--- src/rtl/case2_bist.sv ---
// Built-in self-test sequencer for the case2 netlist: drives all 32 input vectors,
// checks responses against a golden model, and compresses them into a 16-bit MISR.
module case2_bist #(
  parameter int unsigned SETTLE = 1
) (
  input  logic        clk,
  input  logic        rst_n,
  input  logic        start,
  input  logic        abort,
  output logic        a,
  output logic        b,
  output logic        c,
  output logic        d,
  output logic        e,
  input  logic        x_i,
  input  logic        y_i,
  input  logic        z_i,
  output logic        busy,
  output logic        done,
  output logic        pass,
  output logic [5:0]  err_count,
  output logic        fail_valid,
  output logic [4:0]  fail_vec,
  output logic [15:0] signature,
  output logic [2:0]  dbg_state
);

  typedef enum logic [2:0] {
    S_IDLE   = 3'd0,
    S_APPLY  = 3'd1,
    S_WAIT   = 3'd2,
    S_SAMPLE = 3'd3,
    S_DONE   = 3'd4
  } state_t;

  localparam logic [3:0] WAIT_LAST = (SETTLE == 0) ? 4'd0 : 4'(SETTLE - 1);

  state_t      state_q, state_d;
  logic [4:0]  vec_q, vec_d;
  logic [3:0]  wait_q, wait_d;
  logic [4:0]  stim_q, stim_d;
  logic        busy_q, busy_d;
  logic        done_q, done_d;
  logic        pass_q, pass_d;
  logic [5:0]  err_q, err_d;
  logic        fv_q, fv_d;
  logic [4:0]  fvec_q, fvec_d;
  logic [15:0] sig_q, sig_d;

  logic        x_exp, yz_exp, mismatch;
  logic [5:0]  err_inc;

  always_comb begin
    state_d = state_q;
    vec_d   = vec_q;
    wait_d  = wait_q;
    stim_d  = stim_q;
    busy_d  = busy_q;
    done_d  = done_q;
    pass_d  = pass_q;
    err_d   = err_q;
    fv_d    = fv_q;
    fvec_d  = fvec_q;
    sig_d   = sig_q;

    x_exp    = stim_q[4] & stim_q[3] & (stim_q[2] | stim_q[1]) & ~stim_q[0];
    yz_exp   = ~(&stim_q);
    mismatch = ({x_i, y_i, z_i} != {x_exp, yz_exp, yz_exp});
    err_inc  = (err_q == 6'd63) ? err_q : err_q + 6'd1;

    // start is a level request taken only in IDLE/DONE (busy=0 means ready);
    // abort overrides start and, while busy, cancels the run on the next edge.
    unique case (state_q)
      S_IDLE, S_DONE: begin
        if (start && !abort) begin
          vec_d   = 5'd0;
          err_d   = 6'd0;
          fv_d    = 1'b0;
          fvec_d  = 5'd0;
          sig_d   = 16'hFFFF;
          done_d  = 1'b0;
          pass_d  = 1'b0;
          busy_d  = 1'b1;
          state_d = S_APPLY;
        end
      end
      S_APPLY: begin
        stim_d  = vec_q;
        wait_d  = 4'd0;
        state_d = (SETTLE == 0) ? S_SAMPLE : S_WAIT;
      end
      S_WAIT: begin
        if (wait_q == WAIT_LAST) state_d = S_SAMPLE;
        else                     wait_d  = wait_q + 4'd1;
      end
      S_SAMPLE: begin
        if (mismatch) begin
          err_d = err_inc;
          if (!fv_q) begin
            fv_d   = 1'b1;
            fvec_d = vec_q;
          end
        end
        sig_d = ({sig_q[14:0], 1'b0} ^ (sig_q[15] ? 16'h1021 : 16'h0000))
                ^ {13'b0, x_i, y_i, z_i};
        if (vec_q == 5'd31) begin
          busy_d  = 1'b0;
          done_d  = 1'b1;
          pass_d  = (err_d == 6'd0);
          state_d = S_DONE;
        end else begin
          vec_d   = vec_q + 5'd1;
          state_d = S_APPLY;
        end
      end
      default: state_d = S_IDLE;
    endcase

    // Abort keeps the diagnostic results of the partial run visible.
    if (abort && (state_q == S_APPLY || state_q == S_WAIT || state_q == S_SAMPLE)) begin
      state_d = S_IDLE;
      busy_d  = 1'b0;
      done_d  = 1'b0;
      pass_d  = 1'b0;
      vec_d   = vec_q;
      err_d   = err_q;
      fv_d    = fv_q;
      fvec_d  = fvec_q;
      sig_d   = sig_q;
    end
  end

  always_ff @(posedge clk or negedge rst_n) begin
    if (!rst_n) begin
      state_q <= S_IDLE;
      vec_q   <= 5'd0;
      wait_q  <= 4'd0;
      stim_q  <= 5'd0;
      busy_q  <= 1'b0;
      done_q  <= 1'b0;
      pass_q  <= 1'b0;
      err_q   <= 6'd0;
      fv_q    <= 1'b0;
      fvec_q  <= 5'd0;
      sig_q   <= 16'hFFFF;
    end else begin
      state_q <= state_d;
      vec_q   <= vec_d;
      wait_q  <= wait_d;
      stim_q  <= stim_d;
      busy_q  <= busy_d;
      done_q  <= done_d;
      pass_q  <= pass_d;
      err_q   <= err_d;
      fv_q    <= fv_d;
      fvec_q  <= fvec_d;
      sig_q   <= sig_d;
    end
  end

  assign {a, b, c, d, e} = stim_q;
  assign busy       = busy_q;
  assign done       = done_q;
  assign pass       = pass_q;
  assign err_count  = err_q;
  assign fail_valid = fv_q;
  assign fail_vec   = fvec_q;
  assign signature  = sig_q;
  assign dbg_state  = state_q;

endmodule

--- config.mk ---
export PLATFORM = sky130hd
export DESIGN_NAME = case2_bist
export DESIGN_NICKNAME = d
export VERILOG_FILES = /design/src/rtl/case2_bist.sv
export SDC_FILE = /design/constraint.sdc
export NUM_CORES = 1
export LEC_CHECK = 0
export CAP_MARGIN = 10
export CELL_PAD_IN_SITES_DETAIL_PLACEMENT = 1
export CELL_PAD_IN_SITES_GLOBAL_PLACEMENT = 1
export CORE_MARGIN = 1.5
export CORE_UTILIZATION = 42
export CTS_BUF_LIST = sky130_fd_sc_hd__clkbuf_16
export DETAILED_ROUTE_END_ITERATION = 8
export PLACE_DENSITY_LB_ADDON = 0.1
export SETUP_SLACK_MARGIN = 0.02
export SYNTH_ARGS = -nofsm -noshare
export SYNTH_HDL_FRONTEND = slang
export SYNTH_SLANG_ARGS = --single-unit
--- constraint.sdc ---
create_clock -name clk -period 2.9 [get_ports clk]
set_input_delay 0.29 -clock clk [delete_from_list [all_inputs] [get_ports clk]]
set_output_delay 0.29 -clock clk [all_outputs]
set_load 0.02 [all_outputs]
After elaboration in Yosys (flattened, before gate mapping):

Index checks and enable logic that the tools add are counted.

* register bits after elaboration: 48
* word-level logic and storage cells: 92

* eq/ne operators: 15
* muxes and demuxes: 34
* add/subtract/negate cells: 3
* reductions and logical operators: 20
* bitwise logic cells: 9

Operators with widths (number)
* case mux 16 bit (2 select lines): 1
* 2-to-1 mux 6 bit: 4
* 2-to-1 mux 5 bit: 4
* case mux 5 bit (2 select lines): 2
* 2-to-1 mux 16 bit: 1
* bitwise XOR 16 x 13 -> 16 bit: 1
* bitwise XOR 16 x 3 -> 16 bit: 1
* 2-to-1 mux 13 bit: 1
* 2-to-1 mux 3 bit: 4
* case mux 3 bit (4 select lines): 1
* case mux 6 bit (2 select lines): 1
* != test 2 bit, second input constant: 5
* AND reduction 5 bit: 2
* 2-to-1 mux 1 bit: 9
* case mux 1 bit (2 select lines): 4
* case mux 4 bit (2 select lines): 1
* AND reduction 4 bit: 2
* adder 6 x 1 -> 6 bit, second input constant: 1
* == test 3 x 2 -> 1 bit, second input constant: 2
* == test 6 bit, second input constant: 1
* logical NOT 6 bit: 1
* != test 3 x 2 -> 1 bit, second input constant: 2
* AND reduction 3 bit: 2
* adder 5 x 1 -> 5 bit, second input constant: 1
* other kinds (19): 27

Longest topological paths before layout:

Gate-level depths: netlist of run 1.

* depth after elaboration: 10
* mapped depth: 9

Least setup slack after synthesis of run 1:

No wires, ideal clock.

* kind: register -> register
* from: register stim_q[3]
* to: register err_q[1] (netlist: err_count[1])
* arrival: 1.784 ns
* period minus slack after synthesis: 1.905 ns
* cell stages (with the launch flop): 8
* slack: 0.995 ns
* cells stage by stage: dfrtp_1 > nand2_1 > or4_4 > o211ai_2 > buf_4 > and2_2 > o21ai_1 > a32o_1

* cells in the longest elaborated chain, start to end: 7

Ends and longest elaborated chain
* start, declared: RTL line 41 `logic [4:0] stim_q, stim_d;`
* start signal, assigned: RTL line 150 `stim_q <= stim_d;`
* bitwise AND 1 bit (3 in series): RTL line 66 `x_exp = stim_q[4] & stim_q[3] & (stim_q[2] | stim_q[1]) & ~stim_q[0];`
* != test 3 bit *: RTL line 68 `mismatch = ({x_i, y_i, z_i} != {x_exp, yz_exp, yz_exp});`
* 2-to-1 mux 6 bit *: RTL line 97 `if (mismatch) begin`
* 2-to-1 mux 6 bit *: RTL line 73 `unique case (state_q)`
* case mux 6 bit (2 select lines) *: RTL line 73
* end signal, assigned: RTL line 154 `err_q <= err_d;`
* end, declared: RTL line 45 `logic [5:0] err_q, err_d;`

Mark *: on every way between the ends. The rest lies on a longest branch, timed or not. The select of a mux whose other input is x is not followed.
A chain may end at the register's enable or synchronous reset.

Final worst setup path of run 1:

* from: register vec_q[0]
* to: register busy_q (netlist: busy)

* cells in the longest elaborated chain, start to end: 3

Ends and longest elaborated chain
* start, declared: RTL line 39 `logic [4:0] vec_q, vec_d;`
* start signal, assigned: RTL line 148 `vec_q <= vec_d;`
* == test 5 bit: RTL line 106 `if (vec_q == 5'd31) begin`
* != test 3 x 2 -> 1 bit (no line)
* AND reduction 3 bit (no line)
* end signal, assigned: RTL line 151 `busy_q <= busy_d;`
* end, declared: RTL line 42 `logic busy_q, busy_d;`

Every way passes these cells.

==> impl_metrics.json, run 1 <==
{
  "status": "complete, no violations",
  "rows": 27,
  "synth-warning-count": 0,
  "root_buffer": "clkbuf_16",
  "final_cell_mix": "clkdlybuf4s50_1 (44), nor2_1 (40), dfrtp_1 (32)",
  "fin_ws_ns": 0.697,
  "avgViaCountPerCell": 5.58,
  "layout_commonest_cell": "clkdlybuf4s50_1",
  "synth_nets": 252,
  "min_period_ns": 2.20,
  "cts_hold_buf": 0,
  "tns_ns": 0,
  "totalWireLength_mm": 6.13,
  "firstDrtPassIters": 4,
  "grt_max_degree": 36,
  "hold_class": "in2async",
  "reg2reg_slack_ns": 0.70,
  "rsz0062_at_grt": "no",
  "dp_cells": 353,
  "finalSetupViolations": 0,
  "clock_path_buffers": 2,
  "cpPeakStageDelay_ns": 0.43,
  "synth_cell_type_count": 46,
  "cts_max_level": 2,
  "reg2reg_depth": 9,
  "r2r_end": "busy",
  "path_max_fanout": 8,
  "met1_usage_pct": 31.3,
  "pre_cts_ws_ns": 0.461,
  "p_leak_nw": 1.30,
  "fin_cells": 361,
  "gr-usage-all-layers_pct": 22.3,
  "syn2layout_area_growth_pct": 30.6,
  "drc": 0,
  "clock_latency_ns": 0.29,
  "busiest_layer": "met2",
  "p_total_mw": 2.09,
  "crit_arrival_ns": 2.43,
  "ioPinCount": 46,
  "cts_buffers": 5,
  "synth_edf_count": 0,
  "cts_tree": "done",
  "worst_slew_pin_slew_ns": 0.804,
  "drt_iter0_markers": 89,
  "die_x_um": 78.0,
  "ctsResizeCount": 0,
  "synthFlopType": "dfrtp_1",
  "post_cts_buffers": 0,
  "fmax_ghz": 0.454,
  "grt_pass1_vias": 2082,
  "powerDensity_nw_per_um2": 678,
  "fin_worst_skew_ns": 0.00505,
  "power.switching_mw": 0.678,
  "max_slew_margin_pct": 46.4,
  "syn_area_sq_um": 2360,
  "wl_per_cell_um": 17.0,
  "ys_ff_latch": 48,
  "drv_slew": 0,
  "finalHoldViolations": 0,
  "die_height_um": 78.0,
  "met3_usage_pct": 3.53,
  "internal_power_mw": 1.41,
  "cts.clk_slew.worst_paths_ns": 0.07,
  "drive_above_1_share_pct": 15.6,
  "fin_nets": 300,
  "clkPwrFrac_pct": 32.3,
  "gp_congestion": 0.797,
  "path_cells": "ha_1, and3_1, ha_1, a21oi_1, nor2_1, a21oi_1, nor2_1, a21oi_1, a22o_1",
  "synth.avg_cell_area_sq_um": 9.83,
  "cts.sinks": 48,
  "required_ns": 3.12,
  "grt_util_met2_pct": 35.5,
  "seqPwrFrac_pct": 39.6,
  "start_util_pct": 43.1,
  "critical_path_class": "reg2reg",
  "grt_pass1_wl_mm": 10.7,
  "vias": 2015,
  "synth_cells": 240,
  "crit_path_top_delay_cell": "dfrtp_1",
  "antenna_left": 0,
  "crit_path_frequent_cell": "a21oi_1",
  "cp-start-kind": "register",
  "antenna_found_initial": 0,
  "async_flop_share_pct": 100,
  "p_comb_share_pct": 28.1,
  "ys_seq_area_share_pct": 51.7,
  "cap_viol_max_count": 0,
  "n_antenna_cell": 0,
  "ir_worst_vdd_mv": 0.338,
  "core_sq_um": 5470,
  "dieArea_sq_um": 6080,
  "r2r_start": "vec_q[0]",
  "dp_hpwl_mm": 4.17,
  "port_buffers": 45,
  "end_kind": "register",
  "swShare_pct": 32.4,
  "globalRouteOverflowTotal": 0,
  "min_period_over_period_pct": 76.0
}
worst max-delay path: cells and delay by family (launching register included):
kind | cells | cell delay [ns]
simple gates | 3 | 0.32
flops | 1 | 0.43
compound gates | 4 | 0.86
fa+ha+maj | 2 | 0.51
routing by layer:
| metal | vias up | part of all wire [%] | wire [um] |
|---|---|---|---|
| li1 | 959 | - | - |
| met5 | - | 0 | 0 |
| met3 | 10 | 4.1 | 253 |
| met1 | 996 | 48 | 2950 |
| met2 | 50 | 46 | 2840 |
| met4 | 0 | 1.5 | 95 |
cells in the mapped netlist, types with 2 or more instances:
cell type | n | area share (%)
a21o_1 | 3 | 0.95
a21oi_1 | 15 | 3.2
a22o_1 | 9 | 3.3
a31oi_1 | 7 | 1.9
a32o_1 | 2 | 0.85
and3_1 | 2 | 0.53
buf_2 | 3 | 0.64
clkbuf_1 | 7 | 1.1
dfrtp_1 | 32 | 34
dfstp_2 | 16 | 18
ha_1 | 5 | 2.7
inv_1 | 6 | 0.95
mux2_2 | 6 | 2.9
nand2_1 | 15 | 2.4
nand2b_1 | 2 | 0.53
nand3_1 | 7 | 1.5
nand4b_1 | 2 | 0.74
nor2_1 | 40 | 6.4
nor2b_1 | 2 | 0.53
nor3_1 | 14 | 3.0
nor4_1 | 2 | 0.53
o21ai_0 | 14 | 3.0
xnor2_1 | 6 | 2.2
flip-flops by register name, summed over array words and instances, names as in the netlist, 3 cells and up:
| register | flops |
|---|---|
| dbg_state | 3 |
| fail_vec | 5 |
| wait_q | 4 |
| err_count | 6 |
| vec_q | 5 |
| stim_q | 5 |
| signature | 16 |
worst max-delay path by stage:
stage	startpoint	to	slack [ns]	cells after the start
after floorplan	stim_q[3]	err_count[1]	0.99	7
after global placement	y_i	fail_vec[1]	0.55	6
after detailed placement	y_i	fail_vec[4]	0.46	6
after CTS	vec_q[0]	busy	0.67	9
after global routing	y_i	fail_vec[2]	0.51	6
final	vec_q[0]	busy	0.70	9
layout make-up:
class                      count  area [sq um]
sequential                    48          1220
tap                           72          90.1
multi-input combinational    175          1070
fill                         629          2390
timing repair buffer          52           498
clock buffer                   7           175
clock inverter                 1          3.75
inverter                       6          22.5
through the flow:
step	utilization (%)	instance area [sq um]	hold WS, ns
2_1_floorplan	-	2360	-0.00559
5_1_grt	56.3	3080	0.163
6_report	56.3	3080	0.0872
3_5_place_dp	53.0	2900	0.427
3_3_place_gp	53.0	2900	0.417
4_1_cts	56.3	3080	0.117
cells by family after synthesis:
| kind of cell | count (synthesis) | share of synthesized area (%) |
|---|---|---|
| buffers and inverters | 17 | 3.02 |
| adders and majority gates | 5 | 2.65 |
| AOI/OAI and AO/OA | 61 | 17.4 |
| and+or+nand+nor | 96 | 19.7 |
| DFF | 48 | 51.7 |
| xor gates and xnor gates | 6 | 2.23 |
| muxes | 7 | 3.29 |
power by group through the flow:
stage	logic, mW	clock network [mW]	registers, mW
2_1_floorplan	0.278	0	0.892
3_3_place_gp	0.573	0	0.835
3_5_place_dp	0.583	0	0.837
4_1_cts	0.592	0.685	0.826
5_1_grt	0.642	0.711	0.840
6_report	0.588	0.675	0.827
Power figures use the tool's default switching activity.
==> run 2: changes to the inputs <==
--- a/config.mk
+++ b/config.mk
@@ -9,7 +9,7 @@
 export CELL_PAD_IN_SITES_DETAIL_PLACEMENT = 1
 export CELL_PAD_IN_SITES_GLOBAL_PLACEMENT = 1
 export CORE_MARGIN = 1.5
-export CORE_UTILIZATION = 42
+export CORE_UTILIZATION = 35
 export CTS_BUF_LIST = sky130_fd_sc_hd__clkbuf_16
 export DETAILED_ROUTE_END_ITERATION = 8
 export PLACE_DENSITY_LB_ADDON = 0.1
==> constraint.sdc (replaced) <==
create_clock -name clk -period 1.95 [get_ports clk]
set_input_delay 0.195 -clock clk [delete_from_list [all_inputs] [get_ports clk]]
set_output_delay 0.195 -clock clk [all_outputs]
set_load 0.02 [all_outputs]
==> run 2 against run 1 <==
Against the previous run: the run now ends with design-rule violations left; clock skew up 0.0036 ns; sequential cell count is the same; register-to-register slack got worse by 0.59 ns; combinational power up 73%; clock power up 29%; highest routed layer unchanged.
==> impl_metrics.json, run 2 (synthesis results as in run 1) <==
{
  "layout_commonest_cell": "clkdlybuf4s50_1",
  "root_buffer": "clkbuf_16",
  "cts.clk_slew.worst_paths_ns": 0.07,
  "cts_buffers": 5,
  "end_kind": "register",
  "powerDensity_nw_per_um2": 939,
  "min_period_over_period_pct": 94.4,
  "start_util_pct": 36.7,
  "clock_path_buffers": 2,
  "critPathCapture": "fail_vec[1]",
  "p_leak_nw": 1.41,
  "antenna_left": 0,
  "antenna_found_initial": 0,
  "core_sq_um": 6420,
  "fmax_ghz": 0.543,
  "multi_input_area_sq_um": 1100,
  "required_ns": 2.12,
  "drv_slew": 0,
  "met3_usage_pct": 3.40,
  "totalWireLength_mm": 6.36,
  "fill_cells": 738,
  "r2r_end": "fail_vec[1]",
  "busiest_layer": "met2",
  "die_x_um": 85.1,
  "rsz0062_at_grt": "yes",
  "drive_above_1_share_pct": 24.5,
  "grt_util_met2_pct": 29.1,
  "cts.sinks": 48,
  "rows": 29,
  "max_slew_margin_pct": 70.3,
  "fin_ws_ns": 0.108,
  "hold_class": "in2async",
  "dieArea_sq_um": 7240,
  "cap_viol_max_count": 0,
  "reg2reg_slack_ns": 0.11,
  "critical_path_class": "reg2reg",
  "clock_latency_ns": 0.29,
  "port_buffers": 45,
  "crit_start": "stim_q[0]",
  "status": "complete, but fails checks",
  "grt_pass1_wl_mm": 10.4,
  "die_height_um": 85.1,
  "cts_max_level": 2,
  "grt_max_degree": 49,
  "p_total_mw": 3.10,
  "met1_usage_pct": 25.5,
  "reg2reg_depth": 6,
  "firstDrtPassIters": 6,
  "finalSetupViolations": 0,
  "r2r_start": "stim_q[0]",
  "grt_pass1_vias": 2073,
  "cts_tree": "done",
  "cp-start-kind": "register",
  "dp_hpwl_mm": 4.38,
  "worst_slew_pin_slew_ns": 0.446,
  "fin_worst_skew_ns": 0.00860,
  "path_max_fanout": 8,
  "finalHoldViolations": 0,
  "drt_iter0_markers": 57,
  "globalRouteOverflowTotal": 0,
  "n_antenna_cell": 0,
  "vias": 2086,
  "wl_per_cell_um": 16.3,
  "final_cell_mix": "clkdlybuf4s50_1 (44), nor2_1 (40), dfrtp_1 (32)",
  "min_period_ns": 1.84,
  "largest_reg_flops": 16,
  "ioPinCount": 46,
  "ir_worst_vdd_mv": 0.571,
  "seq_area_sq_um": 1220,
  "gp_congestion": 0.802,
  "pre_cts_ws_ns": -0.132,
  "drc": 1,
  "gr-usage-all-layers_pct": 18.1,
  "syn2layout_area_growth_pct": 40.0,
  "avgViaCountPerCell": 5.34,
  "crit_arrival_ns": 2.01,
  "failed_checks": "design-rule violations",
  "whs_ns": 0.404,
  "fin_nets": 325
}
==> run 2: worst min-delay path by stage <==
stage,slack (ns),start,endpoint
2_1_floorplan,-0.10,rst_n,busy
6_report,0.40,rst_n,wait_q[3]
3_5_place_dp,0.21,rst_n,wait_q[3]
4_1_cts,0.44,rst_n,wait_q[3]
5_1_grt,0.46,rst_n,dbg_state[1]
3_3_place_gp,0.20,rst_n,wait_q[3]
==> run 2: critical path, stage by stage, from the launching register on <==
cell	delay (ns)
dfrtp_1	0.41
or4_4	0.56
o211ai_4	0.16
nor2b_1	0.18
o21ai_0	0.08
buf_4	0.17
a22o_1	0.18
==> run 2: timing repair <==
item                                    CTS  global route
gates resized for setup                   1             7
setup buffers                             1             1
endpoints found under the setup margin    1            12
hold endpoints to repair                 32             0
pin swaps                                 1             1
hold buffers                              1             0
==> run 2: layout make-up <==
class | count | area share, %
Timing Repair Buffer | 77 | 21.6
Tap cell | 77 | 2.92
Sequential cell | 48 | 37.0
Clock buffer | 5 | 3.79
Multi-Input combinational cell | 175 | 33.4
Inverter | 6 | 0.682
Clock inverter | 3 | 0.606
==> run 2: layer usage <==
layer | routed length (um) | share of wire, %
met1 | 3120 | 49
met2 | 2970 | 47
met3 | 219 | 3.4
met4 | 44 | 0.69
met5 | 0 | 0
==> run 2: power breakdown <==
part | internal, mW | switching (mW) | total, mW
sequential | 1.11 | 0.0995 | 1.21
combinational | 0.473 | 0.552 | 1.02
clock | 0.479 | 0.390 | 0.869
total | 2.06 | 1.04 | 3.10
==> run 2: through the flow <==
step	area [sq um]	util, %	std cells	setup TNS [ns]
after floorplan	2360	-	240	0
after global placement	3100	48.3	380	-0.454
after detailed placement	3100	48.3	380	-0.946
after CTS	3270	50.9	390	0
after global routing	3300	51.4	391	0
final	3300	51.4	391	0
